<file path="src/rtl/resync_cmd_decoder.sv">
// rtl/resync_cmd_decoder.sv - ReSync serial command deframer driving ADC/DTU reset, cal and control strobes
module resync_cmd_decoder #(
  parameter int N_ADC    = 2,
  parameter int CMD_W    = 4,
  parameter int TP_LEN_W = 8,
  parameter int RST_LEN  = 8,
  parameter int CAL_LEN  = 4
) (
  input  logic                clock,
  input  logic                rst_b,
  input  logic                serial_in,
  input  logic [N_ADC-1:0]    adc_mask,
  input  logic [N_ADC-1:0]    AdcCalBusyIn,
  input  logic [TP_LEN_W-1:0] TP_len,
  output logic [N_ADC-1:0]    AdcRst_b,
  output logic [N_ADC-1:0]    AdcCal,
  output logic                DtuRst_b,
  output logic                i2cRst_b,
  output logic                atuRst_b,
  output logic                DtuSyncMode,
  output logic                DtuFlush,
  output logic                BC0mark,
  output logic                PllLockStart,
  output logic                CatiaTP,
  output logic                cmd_valid,
  output logic                cmd_err
);

  localparam int RW = $clog2(RST_LEN + 1);
  localparam int CW = $clog2(CAL_LEN + 1);
  localparam int BW = (CMD_W > 1) ? $clog2(CMD_W) : 1;

  typedef enum logic [1:0] {IDLE, CMD, PAR} state_t;

  state_t            state, nextState;
  logic [CMD_W-1:0]  cmdSr;
  logic [BW-1:0]     bitCnt;
  logic              inPar, parOk, known, doCmd;
  logic [11:1]       hit;

  logic [RW-1:0]       adcRstCnt [N_ADC];
  logic [CW-1:0]       adcCalCnt [N_ADC];
  logic [RW-1:0]       dtuCnt, i2cCnt, atuCnt;
  logic [TP_LEN_W-1:0] tpCnt;

  always_ff @(posedge clock or negedge rst_b) begin
    if (!rst_b) state <= IDLE;
    else        state <= nextState;
  end

  always_comb begin
    nextState = state;
    case (state)
      IDLE:    if (serial_in) nextState = CMD;
      CMD:     if (bitCnt == BW'(CMD_W - 1)) nextState = PAR;
      PAR:     nextState = IDLE;
      default: nextState = IDLE;
    endcase
  end

  always_ff @(posedge clock or negedge rst_b) begin
    if (!rst_b) begin
      cmdSr  <= '0;
      bitCnt <= '0;
    end else if (state == CMD) begin
      cmdSr  <= {cmdSr[CMD_W-2:0], serial_in};
      bitCnt <= bitCnt + BW'(1);
    end else begin
      bitCnt <= '0;
    end
  end

  // The parity bit is the live serial_in during PAR; the command is fully shifted by then.
  always_comb begin
    inPar = (state == PAR);
    parOk = ~(^cmdSr ^ serial_in);
    known = (cmdSr <= CMD_W'(11));
    doCmd = inPar && parOk && known;
    hit   = '0;
    for (int c = 1; c <= 11; c++) hit[c] = doCmd && (cmdSr == CMD_W'(c));
  end

  function automatic logic [RW-1:0] stepRst(input logic load, input logic [RW-1:0] cnt);
    if (load)             return RW'(RST_LEN);
    else if (cnt != '0)   return cnt - RW'(1);
    else                  return cnt;
  endfunction

  function automatic logic [CW-1:0] stepCal(input logic load, input logic [CW-1:0] cnt);
    if (load)             return CW'(CAL_LEN);
    else if (cnt != '0)   return cnt - CW'(1);
    else                  return cnt;
  endfunction

  always_ff @(posedge clock or negedge rst_b) begin
    if (!rst_b) begin
      for (int i = 0; i < N_ADC; i++) begin
        adcRstCnt[i] <= '0;
        adcCalCnt[i] <= '0;
      end
    end else begin
      for (int i = 0; i < N_ADC; i++) begin
        adcRstCnt[i] <= stepRst(hit[1] && adc_mask[i], adcRstCnt[i]);
        // Busy channels are skipped; an already-running cal pulse keeps counting down.
        adcCalCnt[i] <= stepCal(hit[2] && adc_mask[i] && !AdcCalBusyIn[i], adcCalCnt[i]);
      end
    end
  end

  always_ff @(posedge clock or negedge rst_b) begin
    if (!rst_b) begin
      dtuCnt <= '0;
      i2cCnt <= '0;
      atuCnt <= '0;
      tpCnt  <= '0;
    end else begin
      dtuCnt <= stepRst(hit[3], dtuCnt);
      i2cCnt <= stepRst(hit[4], i2cCnt);
      atuCnt <= stepRst(hit[5], atuCnt);
      // Reloading with TP_len=0 ends any running pulse.
      if (hit[10])           tpCnt <= TP_len;
      else if (tpCnt != '0)  tpCnt <= tpCnt - TP_LEN_W'(1);
    end
  end

  always_ff @(posedge clock or negedge rst_b) begin
    if (!rst_b) begin
      DtuSyncMode  <= 1'b0;
      DtuFlush     <= 1'b0;
      BC0mark      <= 1'b0;
      PllLockStart <= 1'b0;
      cmd_valid    <= 1'b0;
      cmd_err      <= 1'b0;
    end else begin
      if (hit[6])      DtuSyncMode <= 1'b1;
      else if (hit[7]) DtuSyncMode <= 1'b0;
      DtuFlush     <= hit[8];
      BC0mark      <= hit[9];
      PllLockStart <= hit[11];
      cmd_valid    <= doCmd;
      cmd_err      <= inPar && !(parOk && known);
    end
  end

  always_comb begin
    for (int i = 0; i < N_ADC; i++) begin
      AdcRst_b[i] = (adcRstCnt[i] == '0);
      AdcCal[i]   = (adcCalCnt[i] != '0);
    end
    DtuRst_b = (dtuCnt == '0);
    i2cRst_b = (i2cCnt == '0);
    atuRst_b = (atuCnt == '0);
    CatiaTP  = (tpCnt != '0);
  end

endmodule
</file>
<file path="config.mk">
export PLATFORM = sky130hd
export DESIGN_NAME = resync_cmd_decoder
export DESIGN_NICKNAME = d
export VERILOG_FILES = /design/src/rtl/resync_cmd_decoder.sv
export SDC_FILE = /design/constraint.sdc
export NUM_CORES = 1
export LEC_CHECK = 0
export BUFFER_PORTS_ARGS = -buffer_cell sky130_fd_sc_hd__buf_2
export CELL_PAD_IN_SITES_DETAIL_PLACEMENT = 1
export CELL_PAD_IN_SITES_GLOBAL_PLACEMENT = 1
export CORE_ASPECT_RATIO = 1.5
export CORE_UTILIZATION = 40
export CTS_CLUSTER_SIZE = 8
export DETAILED_ROUTE_END_ITERATION = 10
export PLACE_DENSITY_LB_ADDON = 0.1
export REMOVE_ABC_BUFFERS = 1
export SKIP_LAST_GASP = 1
export SYNTH_ARGS = -nofsm -noshare
export SYNTH_HDL_FRONTEND = slang
export SYNTH_SLANG_ARGS = --single-unit
</file>
<file path="constraint.sdc">
create_clock -name clock -period 3 [get_ports clock]
set_input_delay 0.6 -clock clock [delete_from_list [all_inputs] [get_ports clock]]
set_output_delay 0.6 -clock clock [all_outputs]
set_load 0.01 [all_outputs]
</file>
==> impl_metrics.csv <==
group,metric,value,unit
floorplan,die_y,99.50,um
critical_path,reg2reg_slack,750,ps
floorplan,start_util,0.4135,
clocking,cts_hold_buf,0,
clocking,clk_latency,290,ps
power_and_ir_drop,power_frac_seq,0.424,
global_route,overflow,0,
timing,finClkSkew,3.760,ps
detailed_routing,vias,1852,
critical_path,crit_arrival,1960,ps
timing,max_freq,0.3902,GHz
synthesis,synthArstFlopShare,1.000,
synthesis,seq_area_frac_synth,0.4738,
min_path,min_path_type,"in2async",
place,gp_congestion,0.8089,
floorplan,io_pins,29,
critical_path,cp_max_fo,7,
layout,postLayoutCoreUtil,0.4631,
power_and_ir_drop,power_switching,1.044,mW
timing,min_period_over_period,0.8542,
critical_path,endpoint_kind,"output pin",
synthesis,ys_top_cells_by_area,"dfrtp_1 (47%), ha_1 (10%), inv_1 (4.0%)",
layout,seq_area,1201,um^2
clocking,h-tree-depth,2,
global_route,grt_pass1_vias,1942,
floorplan,die_width,67,um
place,numPortBuffers,28,
clocking,cts_root_buf,"clkbuf_8",
synthesis,ys_warn_count,0,
critical_path,criticalPathCategory,"reg2out",
layout,multi_input_area,1212,um^2
detailed_routing,drcViolationCount,0,
layout,antenna_cells,0,
place,dp.cells,348,
power_and_ir_drop,ir_drop,0.3521,mV
timing,worstMarginPinSlew,632.1,ps
synthesis,synth_simple_gate_area_frac,0.2058,
detailed_routing,drt_wl_total,5.029,mm
global_route,grt_pass1_wl,8.825,mm
clocking,path_clk_slew,80,ps
layout,nFillCells,722,
synthesis,synthXorXnorAreaFrac,0.05084,
timing,finalMaxSlewViolations,0,
clocking,post_cts_resized,0,
place,dpl.hpwl,3.981,mm
power_and_ir_drop,clock_power_share,0.127,
timing,hold_viol,0,
run,cap_violations,0,
synthesis,synth_compound_area_frac,0.08045,
floorplan,rows,35,
synthesis,synth_top_family_by_area,"simple AND/OR/NAND/NOR gates",
layout,nNetsFinal,317,
synthesis,netlist.top_cell.by_area,"dfrtp_1",
layout,drive_gt1_frac,0.1613,
power_and_ir_drop,pwr-share-comb,0.449,
synthesis,ys_top_cells_by_count,"dfrtp_1 (48), inv_1 (27), nor2_1 (22)",
detailed_routing,drt_iter0_drc,29,
power_and_ir_drop,intPower,1.691,mW
global_route,antenna_found_initial,0,
global_route,track_usage,0.1753,
detailed_routing,vias_per_cell,5.246,
clocking,cts_tree,"built",
floorplan,core_area,6131,um^2
clocking,postCtsSetupBuffers,0,
detailed_routing,wl_met1,2.041,mm
detailed_routing,wl_met3,181,um
power_and_ir_drop,switching_share,0.3818,
synthesis,synthAdderAreaFrac,0.1037,
timing,period_minus_slack,2562,ps
layout,stdcell_count,353,
timing,whs,319.3,ps
synthesis,avgSynthCellArea,10.22,um^2
floorplan,dieArea,6667,um^2
clocking,cts_buffers,5,
detailed_routing,post_drt_wl_per_cell,14.25,um
synthesis,synthesis.area,2535,um^2
power_and_ir_drop,power,2.734,mW
detailed_routing,top_layer,"met4",
synthesis,synth_cell_type_count,38,
synthesis,synth_ff_type,"dfrtp_1",
timing,setup_violations,0,
synthesis,synth_mux_area_frac,0.03554,
layout,area_delta_synth_final,11.99,%
critical_path,start_kind,"flip-flop",
timing,rsz0062_at_grt,"false",
run_status,status,"finished clean",
power_and_ir_drop,p_leak,1.472,nW
clocking,cts.path.max_buffers,2,
synthesis,synth_edf_count,0,
synthesis,yosysTopAreaCellShare,0.4738,
clocking,cts.sinks,48,
detailed_routing,dr.pass1.iters,4,
timing,slew_headroom,0.5786,
timing,tns,0,ps
synthesis,yosysMostFrequentCell,"dfrtp_1",
synthesis,synth_seq_cells,48,
critical_path,required,2400,ps
global_route,grt_start_max_net_pins,29,
detailed_routing,postRouteAntennaNets,0,
synthesis,synth_cells,248,
detailed_routing,wl_met2,2.705,mm
power_and_ir_drop,power_density,963.1,nW/um^2
power by group through the flow:
stage	clock, mW	sequential, mW	combinational (mW)
after floorplan	0	1.12	0.972
after global placement	0	1.16	1.21
after detailed placement	0	1.18	1.25
after CTS	0.369	1.17	1.26
after global routing	0.395	1.21	1.43
final	0.347	1.16	1.23
critical path, cell delays in order, from the launching register on:
cell and delay, ps:
dfrtp_1 420, or4_4 550, nor4b_4 460, inv_1 90, buf_2 150
placed cells by master (no fill, tap or decap), types with 5 or more instances in the layout:
cell	n
buf_2	28
inv_1	27
and2_1	5
nand2_1	17
nand4_1	6
nor3_1	6
a21oi_1	7
dfrtp_1	48
xnor2_1	10
nand2b_1	9
clkbuf_8	5
ha_1	21
nor2_1	22
o21ai_0	6
and3_1	9
or3_1	5
sequential cells by signal, indices dropped and copies added, names as in the netlist, 2 cells and up:
register   flops
i2cCnt         4
adcCalCnt      6
cmdSr          4
bitCnt         2
dtuCnt         4
state          2
tpCnt          8
adcRstCnt      8
atuCnt         4
cell families after synthesis:
group,count (synthesis)
compound gates,30
xor+xnor,13
fa+ha+maj,21
buf+inv,32
flops,48
mux,8
simple gates,96
per-layer routing:
| layer | vias to the layer above | global-route usage |
|---|---|---|
| li1 | 892 | - |
| met1 | 923 | 0.2019 |
| met2 | 28 | 0.3100 |
| met3 | 9 | 0.03784 |
| met4 | 0 | 0.06056 |
| met5 | - | 0 |
per-stage QoR:
step / setup WS [ps] / instance area [um^2]
final: 437.5 / 2839
after global routing: 330.6 / 2839
after CTS: 412.5 / 2839
after detailed placement: 725.1 / 2770
after global placement: 802.1 / 2770
after floorplan: 185.8 / 2510
area by class of cell:
| class | instances | share of cell area |
|---|---|---|
| clock buffers | 5 | 0.02424 |
| inverters | 27 | 0.03570 |
| multi-input cells | 168 | 0.4271 |
| flip-flops and latches | 48 | 0.4231 |
| well taps | 74 | 0.03261 |
| repair buffers | 31 | 0.05729 |
path summary, 6_finish.rpt:
path | start | cells after the start | to
max | tpCnt[4] | 4 | CatiaTP
min | rst_b | 1 | atuCnt[1]
max reg2reg | cmdSr[2] | 7 | tpCnt[0]
min reg2reg | bitCnt[0] | 1 | bitCnt[0]
max in group asynchronous | rst_b | 2 | i2cCnt[0]
min in group clock | bitCnt[0] | 1 | bitCnt[0]
No activity file was read; power rests on OpenSTA's default activity.
